$ cat src/rtl/wl_pulse_sequencer_if.sv
// Row-access request channel between the array controller and wl_pulse_sequencer.
// Optional broadcast field req_all exists only when WL_BROADCAST_EN is defined.
interface wl_pulse_sequencer_if #(
    parameter int ADDR_W  = 8,
    parameter int PULSE_W = 4,
    parameter int BURST_W = 4
);
    logic               req_valid;
    logic               req_ready;
    logic [ADDR_W-1:0]  req_addr;
    logic [PULSE_W-1:0] req_pulse;
    logic [BURST_W-1:0] req_burst;
`ifdef WL_BROADCAST_EN
    logic               req_all;
`endif

    modport master (
        output req_valid,
        output req_addr,
        output req_pulse,
        output req_burst,
`ifdef WL_BROADCAST_EN
        output req_all,
`endif
        input  req_ready
    );

    modport slave (
        input  req_valid,
        input  req_addr,
        input  req_pulse,
        input  req_burst,
`ifdef WL_BROADCAST_EN
        input  req_all,
`endif
        output req_ready
    );
endinterface

$ cat src/rtl/wl_pulse_sequencer.sv
// Wordline pulse sequencer: decodes a start row, pulses it, then bursts through rows with a gap cycle.
// Optional macro WL_BROADCAST_EN adds req_all, which drives every wordline for a single pulse.
module wl_pulse_sequencer #(
    parameter int ADDR_W  = 8,
    parameter int NUM_WL  = 162,
    parameter int PULSE_W = 4,
    parameter int BURST_W = 4
) (
    input  logic                  clk,
    input  logic                  rst_n,
    wl_pulse_sequencer_if.slave   req,
    input  logic                  abort,
    input  logic                  en,
    output logic [NUM_WL-1:0]     wl_out,
    output logic                  busy,
    output logic                  done,
    output logic                  err
);

    localparam logic [1:0] S_IDLE   = 2'd0;
    localparam logic [1:0] S_GAP    = 2'd1;
    localparam logic [1:0] S_ASSERT = 2'd2;

    localparam logic [ADDR_W-1:0] LAST_ROW = ADDR_W'(NUM_WL - 1);

    logic [1:0]         state;
    logic [ADDR_W-1:0]  row;
    logic [PULSE_W-1:0] pulse_len;
    logic [PULSE_W-1:0] cnt;
    logic [BURST_W-1:0] rows_left;
    logic [NUM_WL-1:0]  wl_reg;
    logic [NUM_WL-1:0]  wl_next;
    logic               all_r;
    logic               req_all_in;
    logic               row_oob;
    logic [ADDR_W-1:0]  row_inc;

`ifdef WL_BROADCAST_EN
    assign req_all_in = req.req_all;
`else
    assign req_all_in = 1'b0;
`endif

    assign row_oob = (row > LAST_ROW);
    // An out-of-range start row also restarts at row 0, so only the start row can be out of range.
    assign row_inc = (row >= LAST_ROW) ? '0 : row + ADDR_W'(1);

    // NOTE: every output of a combinational block gets a default first, so no latch is inferred.
    always_comb begin
        wl_next = '0;
        for (int i = 0; i < NUM_WL; i++) begin
            wl_next[i] = all_r | (row == ADDR_W'(i));
        end
    end

    // NOTE: state is updated with non-blocking assignments so every flop samples pre-edge values.
    always_ff @(posedge clk or negedge rst_n) begin
        if (!rst_n) begin
            state     <= S_IDLE;
            row       <= '0;
            pulse_len <= '0;
            cnt       <= '0;
            rows_left <= '0;
            wl_reg    <= '0;
            all_r     <= 1'b0;
            done      <= 1'b0;
            err       <= 1'b0;
        end else begin
            done <= 1'b0;
            case (state)
                S_IDLE: begin
                    // abort is ignored here; a valid request is still accepted
                    if (req.req_valid) begin
                        state     <= S_GAP;
                        row       <= req.req_addr;
                        pulse_len <= req.req_pulse;
                        rows_left <= req_all_in ? '0 : req.req_burst;
                        all_r     <= req_all_in;
                        err       <= 1'b0;
                    end
                end
                S_GAP: begin
                    if (abort) begin
                        state <= S_IDLE;
                    end else begin
                        state  <= S_ASSERT;
                        cnt    <= (pulse_len == '0) ? PULSE_W'(1) : pulse_len;
                        wl_reg <= wl_next;
                        if (row_oob && !all_r) begin
                            err <= 1'b1;
                        end
                    end
                end
                S_ASSERT: begin
                    if (abort) begin
                        state  <= S_IDLE;
                        wl_reg <= '0;
                    end else if (cnt == PULSE_W'(1)) begin
                        wl_reg <= '0;
                        if (rows_left != '0) begin
                            rows_left <= rows_left - BURST_W'(1);
                            row       <= row_inc;
                            state     <= S_GAP;
                        end else begin
                            state <= S_IDLE;
                            done  <= 1'b1;
                        end
                    end else begin
                        cnt <= cnt - PULSE_W'(1);
                    end
                end
                default: begin
                    state  <= S_IDLE;
                    wl_reg <= '0;
                end
            endcase
        end
    end

    // Gating after the register lets en blank the drivers without disturbing the sequence.
    assign wl_out        = en ? wl_reg : '0;
    assign busy          = (state != S_IDLE);
    assign req.req_ready = (state == S_IDLE);

endmodule
$ cat src/flat_wrapper.sv
// flat-port wrapper written by rule: the top's interface ports become plain ports
module wl_pulse_sequencer_flat 
#(
    parameter int ADDR_W  = 8,
    parameter int NUM_WL  = 162,
    parameter int PULSE_W = 4,
    parameter int BURST_W = 4
)
  (clk, rst_n, abort, en, wl_out, busy, done, err, req_req_valid, req_req_addr, req_req_pulse, req_req_burst, req_req_ready);
  wl_pulse_sequencer_if #(.ADDR_W(ADDR_W), .PULSE_W(PULSE_W), .BURST_W(BURST_W)) req_i ();
  input  logic clk;
  input  logic rst_n;
  input  logic abort;
  input  logic en;
  output logic [NUM_WL-1:0] wl_out;
  output logic busy;
  output logic done;
  output logic err;
  input wire logic [$bits(req_i.req_valid)-1:0] req_req_valid;
  input wire logic [$bits(req_i.req_addr)-1:0] req_req_addr;
  input wire logic [$bits(req_i.req_pulse)-1:0] req_req_pulse;
  input wire logic [$bits(req_i.req_burst)-1:0] req_req_burst;
  output wire logic [$bits(req_i.req_ready)-1:0] req_req_ready;
  assign req_i.req_valid = req_req_valid;
  assign req_i.req_addr = req_req_addr;
  assign req_i.req_pulse = req_req_pulse;
  assign req_i.req_burst = req_req_burst;
  assign req_req_ready = req_i.req_ready;
  wl_pulse_sequencer #(.ADDR_W(ADDR_W), .NUM_WL(NUM_WL), .PULSE_W(PULSE_W), .BURST_W(BURST_W)) u_core (.clk(clk), .rst_n(rst_n), .req(req_i), .abort(abort), .en(en), .wl_out(wl_out), .busy(busy), .done(done), .err(err));
endmodule
$ cat config.mk
export PLATFORM = sky130hd
export DESIGN_NAME = wl_pulse_sequencer_flat
export DESIGN_NICKNAME = d
export VERILOG_FILES = /design/src/rtl/wl_pulse_sequencer_if.sv /design/src/rtl/wl_pulse_sequencer.sv /design/src/flat_wrapper.sv
export SDC_FILE = /design/constraint.sdc
export NUM_CORES = 1
export LEC_CHECK = 0
export BUFFER_PORTS_ARGS = -buffer_cell sky130_fd_sc_hd__buf_4
export CORE_ASPECT_RATIO = 1.25
export CORE_MARGIN = 4
export CORE_UTILIZATION = 35
export CTS_CLUSTER_SIZE = 16
export DETAILED_ROUTE_END_ITERATION = 8
export HOLD_SLACK_MARGIN = 0.06
export PLACE_DENSITY = 0.62
export SLEW_MARGIN = 15
export SYNTH_ARGS = -nofsm -noshare
export SYNTH_HDL_FRONTEND = slang
export SYNTH_SLANG_ARGS = --single-unit
$ cat constraint.sdc
create_clock -name clk -period 2.6 [get_ports clk]
set_input_delay 0.13 -clock clk [delete_from_list [all_inputs] [get_ports clk]]
set_output_delay 0.13 -clock clk [all_outputs]
set_load 0.01 [all_outputs]
==> metrics.md, run 1 <==
| Metric | Value |
|---|---|
| Status | `finished, final reports clean` |
| Worst VDD drop | `0.547 mV` |
| Post-CTS setup buffers | `0` |
| Die area | `~30,000 um^2` |
| Reg power frac | `~42%` |
| Seq/Total Area, Yosys | `about half` |
| Req. time, crit path | `2.92 ns` |
| Placed Area | `roughly 11,000 um^2` |
| Crit path arrival time | `around 2.6 ns` |
| Final ANT Viol Nets | `0` |
| Final hold violation count | `0` |
| Clock root cell | `clkbuf_16` |
| Internal Power | `between 5 and 6 mW` |
| Initial antenna violation count | `0` |
| Mapped cell area | `a little under 10,000 um^2` |
| Gate Count Post-Synth | `just over 900` |
| Iteration-0 DRC Markers | `462` |
| # fillers | `around 2.5k` |
| DR vias/cell | `a little under 5` |
| Die extent in y | `193 um` |
| Slew Limit Fails | `0` |
| Worst skew pair latency | `roughly 0.44 ns` |
| Pin count of the biggest net entering global routing | `82` |
| Worst-Margin Slew | `0.723 ns` |
| DR pass1 iterations | `4` |
| Crit end category | `flop` |
| Row count | `67` |
| Layout Skew | `approximately 0.011 ns` |
| Wire length on met3 | `1.16 mm` |
| Mapped Avg Cell Area | `between 10 and 15 um^2` |
| Vias in the first global route | `around 7.3k` |
| CP Class | `flop to flop` |
| Yosys top cell area share | `48.4%` |
| Endpoints failing setup | `0` |
| RSZ-0062 raised after global routing | `no` |
| Distinct cells, synth | `59` |
| Synthesis-to-layout area growth | `25.9%` |
| FF/Latch Area | `4650 um^2` |
| GRT overflow | `0` |
| Crit path max fanout | `67` |
| RD Place Congestion | `a little over 0.8` |
| Period utilization | `85.9%` |
| CTS tree | `yes` |
| Leakage | `roughly 6 nW` |
| WL met1 | `11.9 mm` |
| Pwr dens | `roughly 640 nW/um^2` |
| First-pass GRT wire length | `42.7 mm` |
| Aggregate routed wire length | `between 20 and 30 mm` |
| Most common cell after layout, fill and taps aside | `buf_4` |
| Via count | `slightly above 7k` |
| Core area | `between 20,000 and 30,000 um^2` |
| DRC Markers | `0` |
| Final instance area | `around 12,000 um^2` |
| Area occupied by multi-input gates | `4550 um^2` |
| Post-synth EDFFs | `0` |
| Drt wl/cell | `about 19 um` |
| Io pins | `~190` |
| Die span in x | `around 160 um` |
| Starting density of the core | `between 30% and 40%` |
| Share of layout cells above drive strength 1 | `approximately a third` |
| Switching power total | `~2.5 mW` |
| Commonest register cell after synthesis | `dfrtp_1` |
| Top cells by area, synth | `dfrtp_1 (48%), mux2_2 (13%), and2_1 (11%), nor2_1 (6.7%), mux2_1 (6.3%)` |
| H-tree depth | `4` |
| Seq cells post-synth | `approximately 190` |
| Slew headroom | `51.8%` |
| Fmax | `447 MHz` |
| GRT Total Usage | `18.1%` |
| Clk slew on worst S/H paths | `~0.070 ns` |
| Num CTS Buffers | `17` |
| CP startpoint kind | `flop` |
| Placed cell count | `about 1.4k` |
| Worst hold path type | `primary input to flop` |
| DP Wirelength | `about 19 mm` |
| Syn nets | `roughly 940` |
| Non-filler cells, final | `~1.4k` |
| Total power draw | `around 7.7 mW` |
| Commonest cells after routing, fill and taps aside | `buf_4 (200), dfrtp_1 (186), nor2_1 (172)` |
| Async set or reset register ratio after synthesis | `between 90% and 100%` |
| Clock power frac | `between 30 and 40%` |
| Sw frac | `between 30% and 40%` |
| Antenna Cells | `0` |
| Minimum clock period after layout | `2.23 ns` |
| TNS Setup | `0 ns` |
| Max Cap Violations | `0` |
| Post-synth top area cell | `dfrtp_1` |
| Combinational share of power | `approximately a fifth` |
| Max Used Layer | `met4` |
| TritonCTS Sinks | `approximately 190` |
| Post-layout net count | `about 1.1k` |
| Largest register FFs | `approximately 160` |
| Clock Path Buffers | `2` |
| Met2 WL | `~14 mm` |
| Ys Warns | `0` |
| I/O Buffers | `~190` |
-- final timing paths --
kind,end,slack (ns),depth (start not counted),from
setup / recovery,u_core.wl_reg[41],0.37,7,u_core.cnt[1]
hold / removal,u_core.row[5],0.09,4,req_req_addr[5]
setup reg to reg,u_core.wl_reg[41],0.37,7,u_core.cnt[1]
hold reg to reg,u_core.wl_reg[6],0.48,1,u_core.wl_reg[6]
max in group asynchronous,u_core.wl_reg[80],1.52,3,rst_n
min in group asynchronous,u_core.wl_reg[135],0.27,2,rst_n
-- per-stage QoR --
step	hold slack (ns)	setup slack, ns	utilization (%)
2_1_floorplan	-0.166	0.788	-
3_3_place_gp	0.216	0.401	42.0
3_5_place_dp	0.217	0.330	42.0
4_1_cts	0.0617	0.342	45.0
5_1_grt	0.128	0.183	45.0
6_report	0.0913	0.365	45.0
-- critical path, stage by stage, from the launching register on --
cell     delay (ns)
dfrtp_1        0.39
inv_1          0.10
ha_1           0.16
nor3b_2        0.27
o21ai_1        0.14
o21ai_4        0.22
buf_12         0.36
mux2_2         0.39
-- power by group through the flow --
stage | clock network (mW) | logic (mW) | registers [mW]
floorplan | 0 | 1.23 | 3.19
detailed placement | 0 | 1.61 | 3.31
global route | 3.01 | 1.77 | 3.29
global placement | 0 | 1.59 | 3.30
finish | 2.82 | 1.62 | 3.27
CTS | 2.89 | 1.63 | 3.26
-- cell usage after synthesis, types with 2 or more instances --
library cell	number
a21oi_1	9
a22oi_1	4
a2bb2oi_1	2
a31oi_1	4
and2_1	162
and2b_1	2
and3_1	2
buf_2	22
buf_4	5
buf_6	9
clkbuf_1	32
dfrtp_1	186
ha_1	7
inv_1	11
inv_2	2
mux2_1	54
mux2_2	112
nand2_1	25
nand3_1	17
nand3_2	8
nand3b_1	2
nor2_1	172
nor2b_1	6
nor3_1	8
nor3b_2	2
nor4_1	2
o21ai_0	5
o21ai_1	3
o22ai_1	2
o31ai_1	4
or3_1	6
or3b_1	2
-- routing by layer --
| metal | vias to the layer above | track usage, % |
|---|---|---|
| li1 | 3388 | - |
| met1 | 3533 | 23.9 |
| met2 | 172 | 30.6 |
| met3 | 26 | 3.04 |
| met4 | 0 | 5.56 |
| met5 | - | 0 |
-- cell type report --
| cell class | count | area share, % |
|---|---|---|
| Tap cell | 345 | 3.57 |
| Sequential cell | 186 | 38.5 |
| Clock inverter | 13 | 1.56 |
| Timing Repair Buffer | 223 | 14.8 |
| Clock buffer | 19 | 3.66 |
| Inverter | 13 | 0.403 |
| Multi-Input combinational cell | 649 | 37.6 |
-- cell families (layout without fill, tap and decap cells) --
kind of cell	after synthesis	in the layout	synth area share, %
adder cells (fa/ha/maj)	7	7	0.911
AO/OA/AOI/OAI	49	49	3.66
buffers and inverters	81	268	4.35
AND/OR/NAND/NOR	426	426	23.1
multiplexers	167	167	19.5
flip-flops	186	186	48.4
-- timing repair --
item                      in CTS  in global routing
hold endpoints to repair      95                  0
gates resized for setup        0                  0
hold buffers                  17                  0
(Power assumes the default switching activity.)
==> inputs of run 2 (changes only) <==
--- a/config.mk
+++ b/config.mk
@@ -12,6 +12,7 @@
 export CTS_CLUSTER_SIZE = 16
 export DETAILED_ROUTE_END_ITERATION = 8
 export HOLD_SLACK_MARGIN = 0.06
+export MAX_ROUTING_LAYER = met4
 export PLACE_DENSITY = 0.62
 export SLEW_MARGIN = 15
 export SYNTH_ARGS = -nofsm -noshare
==> constraint.sdc (replaced) <==
create_clock -name clk -period 2.6 [get_ports clk]
set_input_delay 0.13 -clock clk [delete_from_list [all_inputs] [get_ports clk]]
set_output_delay 0.13 -clock clk [all_outputs]
set_load 0.005 [all_outputs]
==> run 2 against run 1 <==
Clock skew decreased by 0.00080 ns. Critical path type unchanged. Register-to-register slack about the same. Highest routed layer unchanged. Final cell count barely moved. Non-clock buffer count fell by 1.
==> metrics.md, run 2 (same netlist as run 1, synthesis figures left out) <==
| Metric | Value |
|---|---|
| Status | `finished, final reports clean` |
| DP Wirelength | `18.9 mm (-0.29%)` |
| DRC Markers | `0 (unchanged)` |
| Io pins | `187 (unchanged)` |
| Most common cell after layout, fill and taps aside | `buf_4` |
| Placed cell count | `1,398 (-0.071%)` |
| H-tree depth | `4 (unchanged)` |
| Fin worst setup slack | `0.354 ns (-0.0117 ns)` |
| Row count | `67 (unchanged)` |
| Slew Limit Fails | `0 (unchanged)` |
| RSZ-0062 raised after global routing | `no` |
| Switching power total | `2.45 mW (-0.11%)` |
| Worst VDD drop | `0.488 mV (-11%)` |
| Die span in x | `156 um (unchanged)` |
| Combinational share of power | `21.6% (+0.6 points)` |
| Clk slew on worst S/H paths | `0.07 ns (about the same)` |
| Final instance area | `12,100 um^2 (-0.42%)` |
| Die area | `30,200 um^2 (unchanged)` |
| Worst-Margin Slew | `0.721 ns (-0.00206 ns)` |
| Req. time, crit path | `2.95 ns (+0.03 ns)` |
| GRT overflow | `0 (unchanged)` |
| I/O Buffers | `186 (unchanged)` |
| DR vias/cell | `4.91 (about the same)` |
| TritonCTS Sinks | `186 (unchanged)` |
| Via count | `7,107 (-0.17%)` |
| Final hold violation count | `0 (unchanged)` |
| Non-filler cells, final | `1,447 (-0.069%)` |
| Share of layout cells above drive strength 1 | `33.7% (about the same)` |
| First-pass GRT wire length | `42.4 mm (-0.76%)` |
| Synthesis-to-layout area growth | `25.3%` |
| Layout Skew | `0.0105 ns (-0.000804 ns)` |
| Period utilization | `86.4% (+0.45 points)` |
| Fmax | `445 MHz (-0.52%)` |
| Leakage | `5.91 nW (-0.53%)` |
| Die extent in y | `193 um (unchanged)` |
| Crit end category | `flop` |
| Reg power frac | `43.9% (+1.5 points)` |
| CP startpoint kind | `flop` |
| Pin count of the biggest net entering global routing | `82 (unchanged)` |
| Clock power frac | `34.5% (-2.1 points)` |
| Placed Area | `11,300 um^2 (about the same)` |
| CTS tree | `yes` |
| Clock Path Buffers | `2 (unchanged)` |
| Starting density of the core | `35.7% (unchanged)` |
| Initial antenna violation count | `0 (unchanged)` |
| Crit path arrival time | `2.60 ns (+0.05 ns)` |
| Drt wl/cell | `18.8 um (-0.83%)` |
| Minimum clock period after layout | `2.25 ns (+0.0117 ns)` |
| Worst hold path type | `primary input to flop` |
| Iteration-0 DRC Markers | `471 (+1.9%)` |
| GRT Total Usage | `18.5% (+0.39 points)` |
| Endpoints failing setup | `0 (unchanged)` |
| CTS-repair resized insts | `0 (unchanged)` |
| Vias in the first global route | `7,158 (-1.7%)` |
| DR pass1 iterations | `5 (+1)` |
| Commonest cells after routing, fill and taps aside | `buf_4 (198), dfrtp_1 (186), nor2_1 (172)` |
| Sw frac | `33.0% (+1.2 points)` |
| Slew headroom | `51.9% (+0.14 points)` |
| Clock root cell | `clkbuf_16` |
| Post-layout net count | `1,117 (-0.089%)` |
| Pre-CTS setup slack | `0.405 ns (+0.0749 ns)` |
| Core area | `26,900 um^2 (unchanged)` |
| Pwr dens | `617 nW/um^2 (-3.3%)` |
| Final ANT Viol Nets | `0 (unchanged)` |
| Crit path max fanout | `10 (-85%)` |
| RD Place Congestion | `0.839 (+2.5%)` |
| TNS Setup | `0 ns (unchanged)` |
| Antenna Cells | `0 (unchanged)` |
| Worst skew pair latency | `0.43 ns (about the same)` |
| Internal Power | `4.98 mW (-5.3%)` |
| Largest register FFs | `162 (unchanged)` |
| Aggregate routed wire length | `27.3 mm (-0.89%)` |
| Max Cap Violations | `0 (unchanged)` |
| Num CTS Buffers | `17 (unchanged)` |
| CP Class | `flop to flop` |
-- run 2: cell count changes in the layout (fill, tap and decap cells not counted), sizes merged --
cell	before	now
clkbuf	20	19
clkinvlp	2	4
buf	205	204
bufinv	4	1
inv	17	19
-- run 2: power groups by stage --
stage / Sequential [mW] / Combinational, mW / Clock [mW]
floorplan: 3.19 / 1.23 / 0
global route: 3.29 / 1.75 / 2.75
CTS: 3.26 / 1.61 / 2.63
global placement: 3.31 / 1.58 / 0
detailed placement: 3.31 / 1.59 / 0
finish: 3.26 / 1.61 / 2.56
-- run 2: repair_timing --
action / 4_1_cts / 5_1_grt
hold endpoints to repair: 95 / 0
hold buffers: 17 / 0
setup buffers: 0 / 0
-- run 2: metal layers --
layer | global-route usage [%] | vias to the layer above | share of wire (%)
li1 | - | 3385 | -
met1 | 24.0 | 3532 | 44
met2 | 30.4 | 169 | 51
met3 | 2.68 | 21 | 3.5
met4 | 5.21 | 0 | 2.0
met5 | - | - | 0
-- run 2: area by class of cell --
class | count | area [um^2]
flip-flops and latches | 186 | 4650
inverters | 13 | 48.8
well taps | 345 | 432
fillers | 2582 | 14900
multi-input cells | 649 | 4550
clock inverters | 14 | 136
repair buffers | 222 | 1790
clock buffers | 18 | 439
-- run 2: through the flow --
stage                     total power [mW]  utilization [%]  hold slack, ns
after floorplan                       4.42                -          -0.166
after global placement                4.89             42.0           0.217
after detailed placement              4.90             42.0           0.222
after CTS                             7.50             44.8          0.0972
after global routing                  7.80             44.8           0.124
final                                 7.43             44.8           0.119
-- run 2: final timing paths --
check	from	to	slack (ns)	depth (start not counted)
hold reg to reg	u_core.wl_reg[57]	u_core.wl_reg[57]	0.48	1
setup / recovery	u_core.row[0]	u_core.row[6]	0.35	6
hold / removal	req_req_addr[5]	u_core.row[5]	0.12	4
setup reg to reg	u_core.row[0]	u_core.row[6]	0.35	6
max in group asynchronous	rst_n	u_core.wl_reg[120]	1.52	3
min in group asynchronous	rst_n	u_core.wl_reg[135]	0.29	2
-- run 2: worst max-delay path: stages (launching register included) --
cell	delay [ns]
dfrtp_1	0.44
inv_1	0.14
ha_1	0.48
or3b_1	0.47
o311ai_1	0.31
a32oi_1	0.16
o2bb2ai_1	0.17
==> inputs of run 3 (changes only) <==
--- a/config.mk
+++ b/config.mk
@@ -13,7 +13,7 @@
 export DETAILED_ROUTE_END_ITERATION = 8
 export HOLD_SLACK_MARGIN = 0.06
 export MAX_ROUTING_LAYER = met4
-export PLACE_DENSITY = 0.62
+export REMOVE_ABC_BUFFERS = 1
 export SLEW_MARGIN = 15
 export SYNTH_ARGS = -nofsm -noshare
 export SYNTH_HDL_FRONTEND = slang
==> run 3 against run 2 <==
Cell area increased by 0.50%. Sequential cell count unchanged. Worst setup slack gained 0.066 ns. Final cell count increased by 0.35%. Via count up 1.5%. Worst hold slack got worse by 0.032 ns. Total power increased by 3.5%. Critical path depth grew 1. First-iteration DRC count fell by 2.3%. Sequential power barely moved. Critical endpoint is now u_core.wl_reg[148]. Largest cell class unchanged.
==> metrics.md, run 3 (same netlist as run 1, synthesis figures left out) <==
| Metric | Value |
|---|---|
| Clock Path Buffers | `2 (unchanged)` |
| GRT Total Usage | `18.2% (-0.37 points)` |
| Die area | `30,200 um^2 (unchanged)` |
| Worst path depth | `7 (+1)` |
| Req. time, crit path | `2.92 ns (-0.03 ns)` |
| Clk slew on worst S/H paths | `0.08 ns (about the same)` |
| GRT overflow | `0 (unchanged)` |
| DR pass1 iterations | `4 (-1)` |
| CTS tree | `yes` |
| Pwr dens | `635 nW/um^2 (+3.0%)` |
| Antenna Cells | `0 (unchanged)` |
| Crit path arrival time | `2.50 ns (-0.10 ns)` |
| Combinational share of power | `22.5% (+0.9 points)` |
| Io pins | `187 (unchanged)` |
| Slowest-stage cell, CP | `mux2_2` |
| Initial antenna violation count | `0 (unchanged)` |
| Starting density of the core | `35.7% (unchanged)` |
| Vias in the first global route | `7,356 (+2.8%)` |
| Synthesis-to-layout area growth | `26.0%` |
| Clock root cell | `clkbuf_16` |
| Pin count of the biggest net entering global routing | `83 (+1.2%)` |
| Final ANT Viol Nets | `0 (unchanged)` |
| Max Cap Violations | `0 (unchanged)` |
| Status | `finished, final reports clean` |
| Num CTS Buffers | `17 (unchanged)` |
| Worst-Margin Slew | `0.893 ns (+0.172 ns)` |
| Fmax | `459 MHz (+3.0%)` |
| Slew Limit Fails | `0 (unchanged)` |
| CP startpoint kind | `flop` |
| Worst VDD drop | `0.434 mV (-11%)` |
| Total power draw | `7.69 mW (+3.5%)` |
| Placed Area | `11,300 um^2 (+0.24%)` |
| Die span in x | `156 um (unchanged)` |
| Endpoints failing setup | `0 (unchanged)` |
| # fillers | `2,588 (+0.23%)` |
| Die extent in y | `193 um (unchanged)` |
| Drt wl/cell | `18.3 um (-2.8%)` |
| Non-filler cells, final | `1,452 (+0.35%)` |
| CP Class | `flop to flop` |
| TritonCTS Sinks | `186 (unchanged)` |
| Leakage | `5.94 nW (+0.48%)` |
| Area occupied by multi-input gates | `4550 um^2 (about the same)` |
| Placed cell count | `1,403 (+0.36%)` |
| Crit end category | `flop` |
| FF/Latch Area | `4650 um^2 (unchanged)` |
| Via count | `7,211 (+1.5%)` |
| Worst hold path type | `primary input to flop` |
| RSZ-0062 raised after global routing | `no` |
| Reg power frac | `42.2% (-1.7 points)` |
| Worst skew pair latency | `0.44 ns (about the same)` |
| DR vias/cell | `4.97 (+1.1%)` |
| Post-layout net count | `1,122 (+0.45%)` |
| Period utilization | `83.9% (-2.5 points)` |
| TNS Setup | `0 ns (unchanged)` |
| Final instance area | `12,100 um^2 (+0.50%)` |
| Core area | `26,900 um^2 (unchanged)` |
| Worst hold slack | `0.0872 ns (-0.0320 ns)` |
| Slew headroom | `40.3% (-12 points)` |
| Most common cell after layout, fill and taps aside | `buf_4` |
| R2r worst-path depth | `7 (+1)` |
| Family with the most delay on the worst path | `buffers and inverters` |
| Max incr delay on CP | `0.39 ns (-0.09 ns)` |
| First-pass GRT wire length | `42.2 mm (-0.50%)` |
| Layout Skew | `0.0203 ns (+0.00981 ns)` |
| Hold Crit Depth | `4 (unchanged)` |
| Internal Power | `5.10 mW (+2.5%)` |
| Commonest cells after routing, fill and taps aside | `buf_4 (204), dfrtp_1 (186), nor2_1 (172)` |
| Sw frac | `33.6% (+0.64 points)` |
| H-tree depth | `4 (unchanged)` |
| Crit-path cells | `inv_1, ha_1, nor3b_2, o21ai_1, o21ai_4, buf_12, mux2_2` |
| DRC Markers | `0 (unchanged)` |
| DP Wirelength | `18.3 mm (-2.7%)` |
| Clock power frac | `35.4% (+0.9 points)` |
| Iteration-0 DRC Markers | `460 (-2.3%)` |
| Minimum clock period after layout | `2.18 ns (-0.0659 ns)` |
| WP buf/inv | `2 (+1)` |
| Crit path max fanout | `82 (+72)` |
| Largest register FFs | `162 (unchanged)` |
| Aggregate routed wire length | `26.6 mm (-2.5%)` |
| Row count | `67 (unchanged)` |
| Final hold violation count | `0 (unchanged)` |
| RD Place Congestion | `0.834 (-0.57%)` |
| Switching power total | `2.59 mW (+5.5%)` |
| Share of layout cells above drive strength 1 | `34.1% (+0.39 points)` |
| I/O Buffers | `186 (unchanged)` |
-- run 3: changes by cell type in the layout (fill, tap and decap cells not counted), sizes merged --
cell	change
clkinv	-2
buf	+5
clkbuf	-1
inv	+1
bufinv	+1
clkinvlp	+1
-- run 3: power by group through the flow --
stage / Combinational, mW / Sequential [mW] / Clock (mW)
after CTS: 1.75 / 3.24 / 2.79
after global routing: 1.89 / 3.27 / 2.91
after global placement: 1.70 / 3.28 / 0
final: 1.73 / 3.24 / 2.72
after detailed placement: 1.72 / 3.29 / 0
after floorplan: 1.05 / 3.25 / 0
-- run 3: final timing paths --
path	end	from	slack, ns
min in group asynchronous	u_core.wl_reg[80]	rst_n	0.21
hold reg to reg	u_core.wl_reg[7]	u_core.wl_reg[7]	0.48
hold / removal	u_core.row[5]	req_req_addr[5]	0.09
setup reg to reg	u_core.wl_reg[148]	u_core.cnt[1]	0.42
setup / recovery	u_core.wl_reg[148]	u_core.cnt[1]	0.42
max in group asynchronous	u_core.row[2]	rst_n	1.61
-- run 3: worst min-delay path: stages --
cell     delay, ns
buf_4         0.09
nand2_1       0.04
o41a_1        0.10
o22ai_1       0.12
-- run 3: area by class of cell --
| cell class | instances | share of cell area (%) |
|---|---|---|
| inverter | 13 | 0.403 |
| clock buffer | 17 | 3.51 |
| timing repair buffer | 227 | 15.0 |
| tap | 345 | 3.56 |
| clock inverter | 15 | 1.51 |
| sequential | 186 | 38.4 |
| multi-input combinational | 649 | 37.6 |
-- run 3: repair_timing --
item / CTS / global route
resized for setup: 0 / 0
hold buffers: 17 / 0
endpoints found under the hold margin: 65 / 0
setup buffers: 0 / 0
-- run 3: stage by stage --
stage                     worst slack (ns)  util, %
after global placement               0.487     42.1
after global routing                 0.201     45.0
final                                0.419     45.0
after detailed placement             0.442     42.1
after floorplan                      -2.88        -
after CTS                            0.415     45.0
-- run 3: per-layer routing --
metal	track usage [%]	up-vias	wire (um)
met5	-	-	0
met4	5.53	0	575
met3	2.88	27	1100
met2	29.6	176	13400
met1	23.3	3623	11500
li1	-	3385	-
